==> src/rtl/cpu_types_pkg.sv <==
`default_nettype none
// ============================================================================
//  Module      : cpu_types_pkg
//  Description : Shared CPU/memory types. Holds the word type, the RAM
//                handshake state reported by the RAM model, and the state
//                encoding of the memory controller FSM.
//  Revision    : 1.0  initial release
// ============================================================================
package cpu_types_pkg;

    typedef logic [31:0] word_t;

    typedef enum logic [1:0] {
        FREE   = 2'd0,
        BUSY   = 2'd1,
        ACCESS = 2'd2,
        ERROR  = 2'd3
    } ramstate_t;

    // Controller states, kept as sized constants of a named type so older
    // tools that dislike enum arithmetic can still consume them.
    typedef logic [1:0] memstate_t;
    localparam memstate_t IDLE = 2'd0;
    localparam memstate_t DACC = 2'd1;
    localparam memstate_t IACC = 2'd2;

    // Width of the access timeout counter.
    localparam int c_CNT_W = 10;

endpackage
`default_nettype wire

==> src/rtl/memory_control.sv <==
`default_nettype none
// ============================================================================
//  Module      : memory_control
//  Description : Memory-side responder for the cache interface. Arbitrates
//                instruction and data requests onto one single-ported RAM,
//                data first, and returns wait/load responses. A per-access
//                timeout plus the RAM ERROR state abort hung accesses and set
//                a sticky error flag.
//  Revision    : 1.0  initial release
// ============================================================================
module memory_control
    import cpu_types_pkg::*;
#(
    parameter int unsigned TIMEOUT = 1023,
    parameter word_t       ERRWORD = 32'hBAD1BAD1
)(
    input  logic      CLK,
    input  logic      RST,
    input  logic      iREN,
    input  word_t     iaddr,
    input  logic      dREN,
    input  logic      dWEN,
    input  word_t     daddr,
    input  word_t     dstore,
    output logic      iwait,
    output logic      dwait,
    output word_t     iload,
    output word_t     dload,
    output logic      ramREN,
    output logic      ramWEN,
    output word_t     ramaddr,
    output word_t     ramstore,
    input  word_t     ramload,
    input  ramstate_t ramstate,
    output logic      memerr
);

    localparam logic [c_CNT_W-1:0] c_TIMEOUT = c_CNT_W'(TIMEOUT);

    memstate_t          r_state;
    memstate_t          w_state_next;
    logic [c_CNT_W-1:0] r_cnt;
    logic               r_memerr;
    logic               w_set_err;
    logic               w_dreq;
    logic               w_done;
    logic               w_abort;

    assign w_dreq  = dREN | dWEN;
    // Completion wins over abort when the RAM answers in the timeout cycle.
    assign w_done  = (ramstate == ACCESS);
    assign w_abort = !w_done && ((ramstate == ERROR) || (r_cnt == c_TIMEOUT));

    // Next-state decode and all combinational outputs (strobes, waits, loads).
    always_comb begin
        w_state_next = r_state;
        w_set_err    = 1'b0;
        iwait        = 1'b1;
        dwait        = 1'b1;
        iload        = '0;
        dload        = '0;
        ramREN       = 1'b0;
        ramWEN       = 1'b0;
        ramaddr      = '0;
        ramstore     = '0;
        case (r_state)
            IDLE: begin
                if (w_dreq) begin
                    w_state_next = DACC;
                end else if (iREN) begin
                    w_state_next = IACC;
                end
            end
            DACC: begin
                ramaddr  = daddr;
                ramstore = dstore;
                ramWEN   = dWEN;
                ramREN   = dREN & ~dWEN;
                if (w_done) begin
                    dwait        = 1'b0;
                    dload        = dWEN ? '0 : ramload;
                    w_state_next = IDLE;
                end else if (w_abort) begin
                    dwait        = 1'b0;
                    dload        = ERRWORD;
                    w_set_err    = 1'b1;
                    w_state_next = IDLE;
                end else if (!w_dreq) begin
                    // Requester gave up: leave without a response.
                    w_state_next = IDLE;
                end
            end
            IACC: begin
                ramaddr = iaddr;
                ramREN  = 1'b1;
                if (w_done) begin
                    iwait        = 1'b0;
                    iload        = ramload;
                    w_state_next = IDLE;
                end else if (w_abort) begin
                    iwait        = 1'b0;
                    iload        = ERRWORD;
                    w_set_err    = 1'b1;
                    w_state_next = IDLE;
                end else if (!iREN) begin
                    w_state_next = IDLE;
                end
            end
            default: begin
                w_state_next = IDLE;
            end
        endcase
    end

    // State register.
    always_ff @(posedge CLK) begin
        if (RST) begin
            r_state <= IDLE;
        end else begin
            r_state <= w_state_next;
        end
    end

    // Access timer: held at zero in IDLE so every grant starts from zero;
    // the abort fires at TIMEOUT, so the hold there only guards against wrap.
    always_ff @(posedge CLK) begin
        if (RST) begin
            r_cnt <= '0;
        end else if (r_state == IDLE) begin
            r_cnt <= '0;
        end else if (r_cnt != c_TIMEOUT) begin
            r_cnt <= r_cnt + 1'b1;
        end
    end

    // Sticky abort flag, cleared only by reset.
    always_ff @(posedge CLK) begin
        if (RST) begin
            r_memerr <= 1'b0;
        end else if (w_set_err) begin
            r_memerr <= 1'b1;
        end
    end

    assign memerr = r_memerr;

endmodule
`default_nettype wire

==> config.mk <==
export PLATFORM = sky130hd
export DESIGN_NAME = memory_control
export DESIGN_NICKNAME = d
export VERILOG_FILES = /design/src/rtl/cpu_types_pkg.sv /design/src/rtl/memory_control.sv
export SDC_FILE = /design/constraint.sdc
export NUM_CORES = 1
export LEC_CHECK = 0
export ABC_AREA = 1
export CELL_PAD_IN_SITES_DETAIL_PLACEMENT = 1
export CELL_PAD_IN_SITES_GLOBAL_PLACEMENT = 2
export CORE_MARGIN = 1
export CORE_UTILIZATION = 10
export CTS_CLUSTER_DIAMETER = 50
export DETAILED_ROUTE_END_ITERATION = 6
export PLACE_DENSITY_LB_ADDON = 0.12
export SLEW_MARGIN = 20
export SYNTH_ARGS = -nofsm -noshare
export SYNTH_HDL_FRONTEND = slang
export SYNTH_SLANG_ARGS = --single-unit
==> constraint.sdc <==
create_clock -name CLK -period 2.2 [get_ports CLK]
set_input_delay 0.55 -clock CLK [delete_from_list [all_inputs] [get_ports CLK]]
set_output_delay 0.55 -clock CLK [all_outputs]
set_load 0.005 [all_outputs]
Word level (Yosys, flattened, before mapping)
Index checks and enable logic that the tools add are counted.

Add/sub/neg operators: 1. Eq/ne operators: 9. Muxes and demuxes: 26. Bitwise logic cells: 3. Reduce and logical (&&, ||, !) cells: 7.

Operator list (count): 32-bit 2-to-1 mux (7); 32-bit one-hot mux with 2 select lines (1); 2-bit 2-to-1 mux (8); 10-bit by 1-bit adder with 10-bit output, second input constant (1); 10-bit == test, second input constant (1); 10-bit != test, second input constant (1); 1-bit 2-to-1 mux (8); 4-bit != test, second input constant (2); 2-bit == test, second input constant (3); 2-bit one-hot mux with 3 select lines (1); 2-bit OR reduction (2); 3-bit != test, second input constant (1); 3-bit AND reduction (1); 2-bit by 1-bit == test with 1-bit output, second input constant (1); 2-bit logical NOT (1); 1-bit one-hot mux with 2 select lines (1); 1-bit AND (1); 1-bit logical AND (1); 1-bit logical NOT (1); 1-bit logical OR (1); 1-bit inverter (1); 1-bit OR (1).

Register bits: 13. Input port bits: 135. Output and inout bits: 133. Word-level logic and storage cells: 49.

Depth between registers and ports, before layout
Gate-level depths: netlist of run 1.

Word-level depth: 6. Depth in mapped cells: 9. Mapped depth without buffers: 8.

Worst setup path before layout of run 1
Ideal clock, no wire load.

Path kind: in2out. From: input ramstate[1]. To: output dload[15]. Arrival: 1.277 ns. Data required time: 1.650 ns. Slack: 0.373 ns. Stages: 7. Buffers on the path: 2. Path through: inv_1 -> nor2_1 -> inv_1 -> buf_2 -> buf_2 -> a21oi_1 -> nor2_1.

Word-level cells in the longest chain between the ends: 6. Elaborated cells on any way between the ends: 8. Those cells by class: 2 x eq/ne; 3 x mux; 3 x reduce/logical.

RTL lines: start: declaration (RTL line memory_control.sv:34) `input ramstate_t ramstate,`; 2-bit == test, on equally long branches (RTL line memory_control.sv:51, memory_control.sv:52); 1-bit logical NOT / 1-bit logical OR (equally long branches) (RTL line memory_control.sv:52) `assign w_abort = !w_done && ((ramstate == ERROR) || (r_cnt == c_TIMEOUT));`; 1-bit logical AND (RTL line memory_control.sv:52); 32-bit 2-to-1 mux (RTL line memory_control.sv:83) `end else if (w_abort) begin`; 32-bit 2-to-1 mux (*) (RTL line memory_control.sv:79) `if (w_done) begin`; 32-bit 2-to-1 mux (*) (RTL line memory_control.sv:66) `case (r_state)`; end: declaration (RTL line memory_control.sv:28) `output word_t dload,`.

Every way passes the cells marked *; elsewhere a longest branch is shown, timed or not.

Final worst setup path of run 1
From: register r_state[1]. To: output ramaddr[0].

Word-level cells in the longest chain between the ends: 2. Elaborated cells on any way between the ends: 3. Those cells by class: 2 x eq/ne; 1 x mux.

RTL lines: start: declaration (RTL line memory_control.sv:40) `memstate_t r_state;`; start signal: assignment (RTL line memory_control.sv:120) `r_state <= w_state_next;`; 2-bit == test / 2-bit by 1-bit == test with 1-bit output (equally long branches) (RTL line memory_control.sv:66); 32-bit one-hot mux with 2 select lines (*) (RTL line memory_control.sv:66); end: declaration (RTL line memory_control.sv:31) `output word_t ramaddr,`.

Marked as above.

==> key figures, run 1 <==
Outcome
  • Outcome: finished, violations left
  • Failing checks: negative setup slack

STA
  • Final Setup Violations: 3
  • RSZ-0062 raised after global routing: yes
  • Slew HR: roughly 82%
  • Setup TNS: -0.0152 ns
  • Final Max Slew Viols: 0
  • F_max: approximately 0.45 GHz
  • Setup Skew: about 0.0021 ns
  • Setup ws final: -0.00732 ns
  • Part of the cycle the worst path needs: 100%
  • Slew at the pin with the worst max-slew slack: 0.276 ns
  • Final hold slack: roughly 0.49 ns
  • Hold Vio Cnt, Final: 0
  • Fin crit period: around 2.2 ns

Worst setup path
  • Worst setup EP type: output pin
  • Slowest CP cell: dfxtp_4
  • FF-to-FF Start: r_state[1]
  • CP Data Arrival Time: 1.66 ns
  • Required @ worst endpoint: about 1.7 ns
  • CP bufs+invs: 7
  • Crit-path max cell delay: ~0.37 ns
  • Crit path max-delay family: buffers and inverters
  • Worst-path fanout max: 8
  • CP startpoint: r_state[1]
  • Worst setup SP type: flop
  • Critical path class: flop to output pin
  • Crit-path cells: inv_4 -> ha_4 -> buf_6 -> buf_12 -> buf_12 -> buf_16 -> buf_6 -> nand2_2 -> a21oi_1 -> buf_2

Logic synthesis
  • Post-synthesis sequential area ratio: approximately 13%
  • Avg Inst Size Synth: slightly below 5 um^2
  • Flip-flop and latch count after synthesis: 13
  • Syn Nets: 549
  • Distinct cell type count after synthesis: 29
  • Mapped cell area: 2040 um^2
  • Post-synthesis cell count: roughly 400
  • Number of synthesis warnings: 0

Global route
  • Vias in the first global route: 4139
  • Largest net degree at the start of global routing: 20
  • Initial antenna violation count: 2
  • First-pass GRT wire length: roughly 23 mm
  • GRT Total Usage: 14.0%
  • Grt ovf: 0

CTS
  • Clock Latency Late Sink: 0.24 ns
  • Clock sink total: 13
  • CTS Buf Count: 3
  • CTS tree: built
  • H-tree depth: 1
  • Root buffer cell: clkbuf_16
  • CTS max path bufs: 2
  • Clk pin slew, worst setup/hold paths: 0.05 ns

Floorplanning
  • Initial Util: 10.3%
  • Chip height: 145 um
  • Die width: 145 um
  • Core Region: 19700 um^2
  • Ports: 268
  • FP Rows: 51
  • Die area: roughly 21000 um^2

Pwr
  • Power Density: approximately 270 nW/um^2
  • Leak Pwr: 2.98 nW
  • Worst vdd ir: a little over 200 uV

Worst hold path
  • Min-Delay Path Class: flop to flop
  • HP Start: memerr

Routing
  • Vias: 3982
  • Vias per Instance: about 4.0
  • DR WL/cell: ~16 um
  • Drt initial violations: a little over 50
  • Drt pass-1 iters: 4
  • Post-route ant nets: 0
  • Total wire length: roughly 16 mm
  • Drt drc: 0

Cells and area
  • Most frequent cells in the layout: clkdlybuf4s50_1, nand2_1, buf_2, inv_1, buf_4
  • Final-layout fill cell count: approximately 2400
  • Area growth, synth to finish: 196%
  • Fraction of layout cells with a size suffix above 1: a little under two fifths
  • Final nets: about 900
  • Most common cell after layout, fill and taps aside: clkdlybuf4s50_1
  • Post-Route Utilization: between 30% and 40%

Job
  • Max-Cap Viols: 0

Place
  • Pre-CTS setup slack: -0.586 ns
  • Post-detail-place hpwl: approximately 11 mm
  • Port Buffers: ~270
  • GPL Wtd Cong: 0.728
flip-flops by register name, indices dropped and copies added (netlist names):
register  flops
r_state       2
memerr        1
r_cnt        10
stage by stage:
stage | instances | power (mW) | instance area (um^2)
6_report | 1008 | 1.65 | 6040
5_1_grt | 1008 | 1.76 | 6040
4_1_cts | 1003 | 1.64 | 5930
3_5_place_dp | 952 | 1.09 | 5260
3_3_place_gp | 952 | 1.09 | 5260
2_1_floorplan | 410 | 0.498 | 2040
cells in the mapped netlist:
cell type  count  area share (%)
a31oi_1        3            0.92
o31ai_1        1            0.37
nor2_2         1            0.31
nand3_1       10             2.5
nor2_4         1            0.55
buf_1          7             1.3
inv_2          1            0.18
o21bai_1       1            0.37
buf_6          3             1.7
o21ai_1        1            0.25
nor3_2         1            0.49
a21oi_1       58              14
nand2_4        3             1.7
clkbuf_1       6             1.1
nor3_1        29             7.1
ha_1           4             2.5
nor2_1        60              11
nand3_4        1            0.86
dfxtp_1       13              13
buf_2         11             2.7
nand3b_1       2            0.74
nand2_2        2            0.61
inv_1         69              13
o21ai_0        4            0.98
nor4_1         1            0.31
nand2_1      114              21
clkinv_1       1            0.18
xnor2_1        1            0.43
nand4_1        1            0.31
worst paths after layout:
check	cells past startpoint	slack, ns	to
hold / removal	2	0.49	memerr
setup reg to reg	11	0.66	r_state[0]
setup / recovery	10	-0.007	ramaddr[0]
hold reg to reg	2	0.49	memerr
power by group:
group	switching [mW]	total (mW)	internal [mW]
clock network	0.105	0.350	0.245
registers	0.00793	0.250	0.242
logic	0.447	1.05	0.601
total	0.559	1.65	1.09
cells by family (layout without fill, tap and decap cells):
| family | count (synthesis) | in the layout | share of synthesized area [%] |
|---|---|---|---|
| simple gates | 226 | 227 | 47.4 |
| fa+ha+maj | 4 | 4 | 2.45 |
| buf+inv | 98 | 429 | 19.8 |
| xor+xnor | 1 | 1 | 0.430 |
| other cells | 0 | 1 | 0 |
| compound gates | 68 | 68 | 17.1 |
| flops | 13 | 13 | 12.8 |
cell type report:
cell class | count | area, um^2 | share of cell area (%)
Timing Repair Buffer | 353 | 3250 | 53.9
Multi-Input combinational cell | 300 | 1800 | 29.8
Tap cell | 265 | 332 | 5.49
Inverter | 71 | 295 | 4.89
Sequential cell | 13 | 270 | 4.48
Clock buffer | 4 | 78.8 | 1.31
Timing Repair inverter | 1 | 8.76 | 0.145
Antenna cell | 1 | 2.50 | 0.0414
worst register-to-register path, cell delays in order, from the launching register on:
cell and delay [ns]:
dfxtp_4 0.36, inv_4 0.06, ha_4 0.14, buf_6 0.10, inv_4 0.03, buf_4 0.12, buf_4 0.12, o21ai_1 0.13
nand3_1 0.13, nand2_1 0.11, nand2_1 0.05, a21oi_1 0.12
repair_timing:
item                                    CTS  global route
cloned                                   11             1
buffers inserted                         36            10
endpoints found under the setup margin  132            74
resized for setup                       461           112
hold buffers                              0             0
pin swaps                                16            13
metal layers:
metal / part of all wire [%] / up-vias / GRT usage, % / wire [um]
met2: 52 / 195 / 27.5 / 8360
met4: 0.90 / 2 / 3.32 / 144
met5: 0.050 / - / 0 / 8
met3: 11 / 10 / 4.80 / 1830
li1: - / 1935 / - / -
met1: 35 / 1840 / 13.9 / 5690
Note: power is estimated with default switching activity, not from simulation.
==> run 2: changes to the inputs <==
--- a/config.mk
+++ b/config.mk
@@ -7,9 +7,9 @@
 export LEC_CHECK = 0
 export ABC_AREA = 1
 export CELL_PAD_IN_SITES_DETAIL_PLACEMENT = 1
-export CELL_PAD_IN_SITES_GLOBAL_PLACEMENT = 2
+export CELL_PAD_IN_SITES_GLOBAL_PLACEMENT = 1
 export CORE_MARGIN = 1
-export CORE_UTILIZATION = 10
+export CORE_UTILIZATION = 14
 export CTS_CLUSTER_DIAMETER = 50
 export DETAILED_ROUTE_END_ITERATION = 6
 export PLACE_DENSITY_LB_ADDON = 0.12
==> run 2 against run 1 <==
- power grew 5.1%
- register-to-register slack lost 0.04 ns
- global-route usage grew 5.3 points
- cell area grew 4.4%
- critical path type unchanged
- the run still ends with negative setup slack left
==> key figures, run 2 (synthesized netlist as in run 1, its figures left out) <==
Place
  • Port Buffers: 267 (unchanged)
  • GPL Wtd Cong: 0.751 (+3.2%)
  • Placed Cells: 863 (-9.3%)
  • Placed Area: 5140 um^2 (-2.4%)
  • Post-detail-place hpwl: 11.0 mm (-3.5%)
  • Pre-CTS setup slack: -0.657 ns (-0.0711 ns)

Worst setup path
  • CP bufs+invs: 7 (unchanged)
  • Required @ worst endpoint: 1.65 ns (about the same)
  • Worst setup SP type: flop
  • Crit-path cells: inv_4 -> ha_4 -> buf_12 -> inv_4 -> nor2_4 -> buf_12 -> clkinvlp_4 -> buf_12 -> nor3_2 -> buf_2
  • Slowest CP cell: dfxtp_4
  • Worst setup EP type: output pin
  • Worst-path fanout max: 4 (-4)
  • Crit path max-delay family: buffers and inverters
  • Crit-path max cell delay: 0.35 ns (-0.02 ns)
  • CP Data Arrival Time: 1.81 ns (+0.15 ns)
  • Most frequent CP cell: buf_12
  • Critical path class: flop to output pin

STA
  • Slew at the pin with the worst max-slew slack: 0.246 ns (-0.0300 ns)
  • Part of the cycle the worst path needs: 107% (+6.8 points)
  • RSZ-0062 raised after global routing: yes
  • Setup ws final: -0.157 ns (-0.150 ns)
  • Final Max Slew Viols: 0 (unchanged)
  • Fin crit period: 2.36 ns (+0.150 ns)
  • Final hold slack: 0.509 ns (+0.0157 ns)
  • Hold Vio Cnt, Final: 0 (unchanged)
  • Setup Skew: 0.00367 ns (+0.00153 ns)
  • Slew HR: 83.5% (+2.0 points)
  • Final Setup Violations: 21 (+18)
  • F_max: 0.424 GHz (-6.3%)

Cells and area
  • Post-route cell area: 6300 um^2 (+4.4%)
  • Most common cell after layout, fill and taps aside: clkdlybuf4s50_1
  • Footprint of the multi-input gates: 2040 um^2 (+14%)
  • Final-layout fill cell count: 1746 (-29%)
  • Area growth, synth to finish: 209%
  • Final nets: 885 (+0.34%)
  • Finished Layout Cells: 926 (-8.1%)
  • Top reg by flops: r_cnt
  • Most frequent cells in the layout: clkdlybuf4s50_1, nand2_1, buf_2, inv_1, buf_4
  • Register Area: 270 um^2 (unchanged)
  • Fraction of layout cells with a size suffix above 1: 42.7% (+4.8 points)
  • Flip-flop count of the largest register after layout: 10 (unchanged)

CTS
  • Clock Latency Late Sink: 0.24 ns (about the same)
  • Clk pin slew, worst setup/hold paths: 0.05 ns (about the same)
  • CTS tree: built
  • CTS Buf Count: 3 (unchanged)
  • Root buffer cell: clkbuf_16
  • Clock sink total: 13 (unchanged)
  • CTS max path bufs: 2 (unchanged)
  • H-tree depth: 1 (unchanged)

Routing
  • Total wire length: 16.5 mm (+3.1%)
  • Vias: 4055 (+1.8%)
  • DR WL/cell: 17.8 um (+12%)
  • Vias per Instance: 4.38 (+11%)
  • Drt drc: 0 (unchanged)
  • Drt pass-1 iters: 4 (unchanged)
  • Post-route ant nets: 0 (unchanged)
  • Drt initial violations: 82 (+61%)

Worst hold path
  • Min-Delay Path Class: flop to flop

Floorplanning
  • Die width: 123 um (-15%)
  • Chip height: 123 um (-15%)
  • Ports: 268 (unchanged)
  • Die area: 15100 um^2 (-28%)
  • Core Region: 14000 um^2 (-29%)
  • FP Rows: 43 (-16%)
  • Initial Util: 14.5% (+4.2 points)

Global route
  • Grt ovf: 0 (unchanged)
  • Met1 GRT Util: 20.5% (+6.5 points)
  • Met3 usage: 4.60% (-0.20 points)
  • Most Crowded Layer GR: met2
  • Largest net degree at the start of global routing: 25 (+25%)
  • Vias in the first global route: 4117 (-0.53%)
  • GR Util met2: 38.2% (+11 points)
  • Initial antenna violation count: 1 (-1)
  • GRT Total Usage: 19.3% (+5.3 points)
  • First-pass GRT wire length: 22.6 mm (+0.37%)

Pwr
  • Leak Pwr: 3.14 nW (+5.5%)
  • Worst vdd ir: 263 uV (+30%)
  • Power Density: 275 nW/um^2 (+0.72%)

Outcome
  • Failing checks: negative setup slack
  • Outcome: finished, violations left

Job
  • Max-Cap Viols: 0 (unchanged)
## run 2: changes by cell type in the layout (fill, tap and decap cells not counted), moves of 5 or more
| cell | delta |
|---|---|
| clkbuf_2 | +24 |
| nor2_1 | -20 |
| nor3_1 | -5 |
| clkdlybuf4s15_1 | -10 |
| nor2_4 | +17 |
| dlymetal6s2s_1 | +7 |
| buf_2 | -11 |
| dlygate4sd2_1 | -9 |
| clkdlybuf4s15_2 | -8 |
| buf_12 | +11 |
## run 2: cell type report
cell class	instances	share of cell area, %
multi-input cells	302	32.4
flip-flops and latches	13	4.29
diodes	1	0.0397
well taps	180	3.57
clock buffers	4	1.25
repair inverters	1	0.119
repair buffers	354	53.6
inverters	71	4.71
## run 2: per-layer routing
metal	wire length [um]	vias up
li1	-	1941
met1	5920	1913
met2	9030	182
met3	1280	19
met4	290	0
met5	0	-
## run 2: worst min-delay path: stages (launching register included)
cell	delay (ns)
dfxtp_4	0.35
nand2_1	0.06
a21oi_1	0.05
## run 2: timing repair
action,CTS,global route
pin swaps,29,33
hold buffers,0,0
endpoints found under the setup margin,132,99
resized for setup,391,233
gates cloned,13,3
setup buffers,30,17
## run 2: final timing paths
kind                                  from         end  slack [ns]  cells past startpoint
worst max register to register  r_state[1]  r_state[0]        0.62                     11
worst max-delay path            r_state[1]    dload[3]       -0.16                     10
worst min-delay path            r_state[1]  r_state[1]        0.51                      2
worst min register to register  r_state[1]  r_state[1]        0.51                      2
## run 2: stage by stage
stage,setup TNS (ns),util (%),power [mW]
floorplan,0,-,0.498
global placement,-38.98,36.6,1.07
detailed placement,-40.16,36.6,1.08
CTS,-4.15,41.7,1.65
global route,-3.44,44.9,1.84
finish,-1.49,44.9,1.73
## run 2: power breakdown
| part | leakage [nW] | switching, mW | internal (mW) |
|---|---|---|---|
| Sequential | 0.108 | 0.00800 | 0.243 |
| Combinational | 3.00 | 0.487 | 0.654 |
| Clock | 0.0382 | 0.0965 | 0.244 |
| Total | 3.14 | 0.591 | 1.14 |
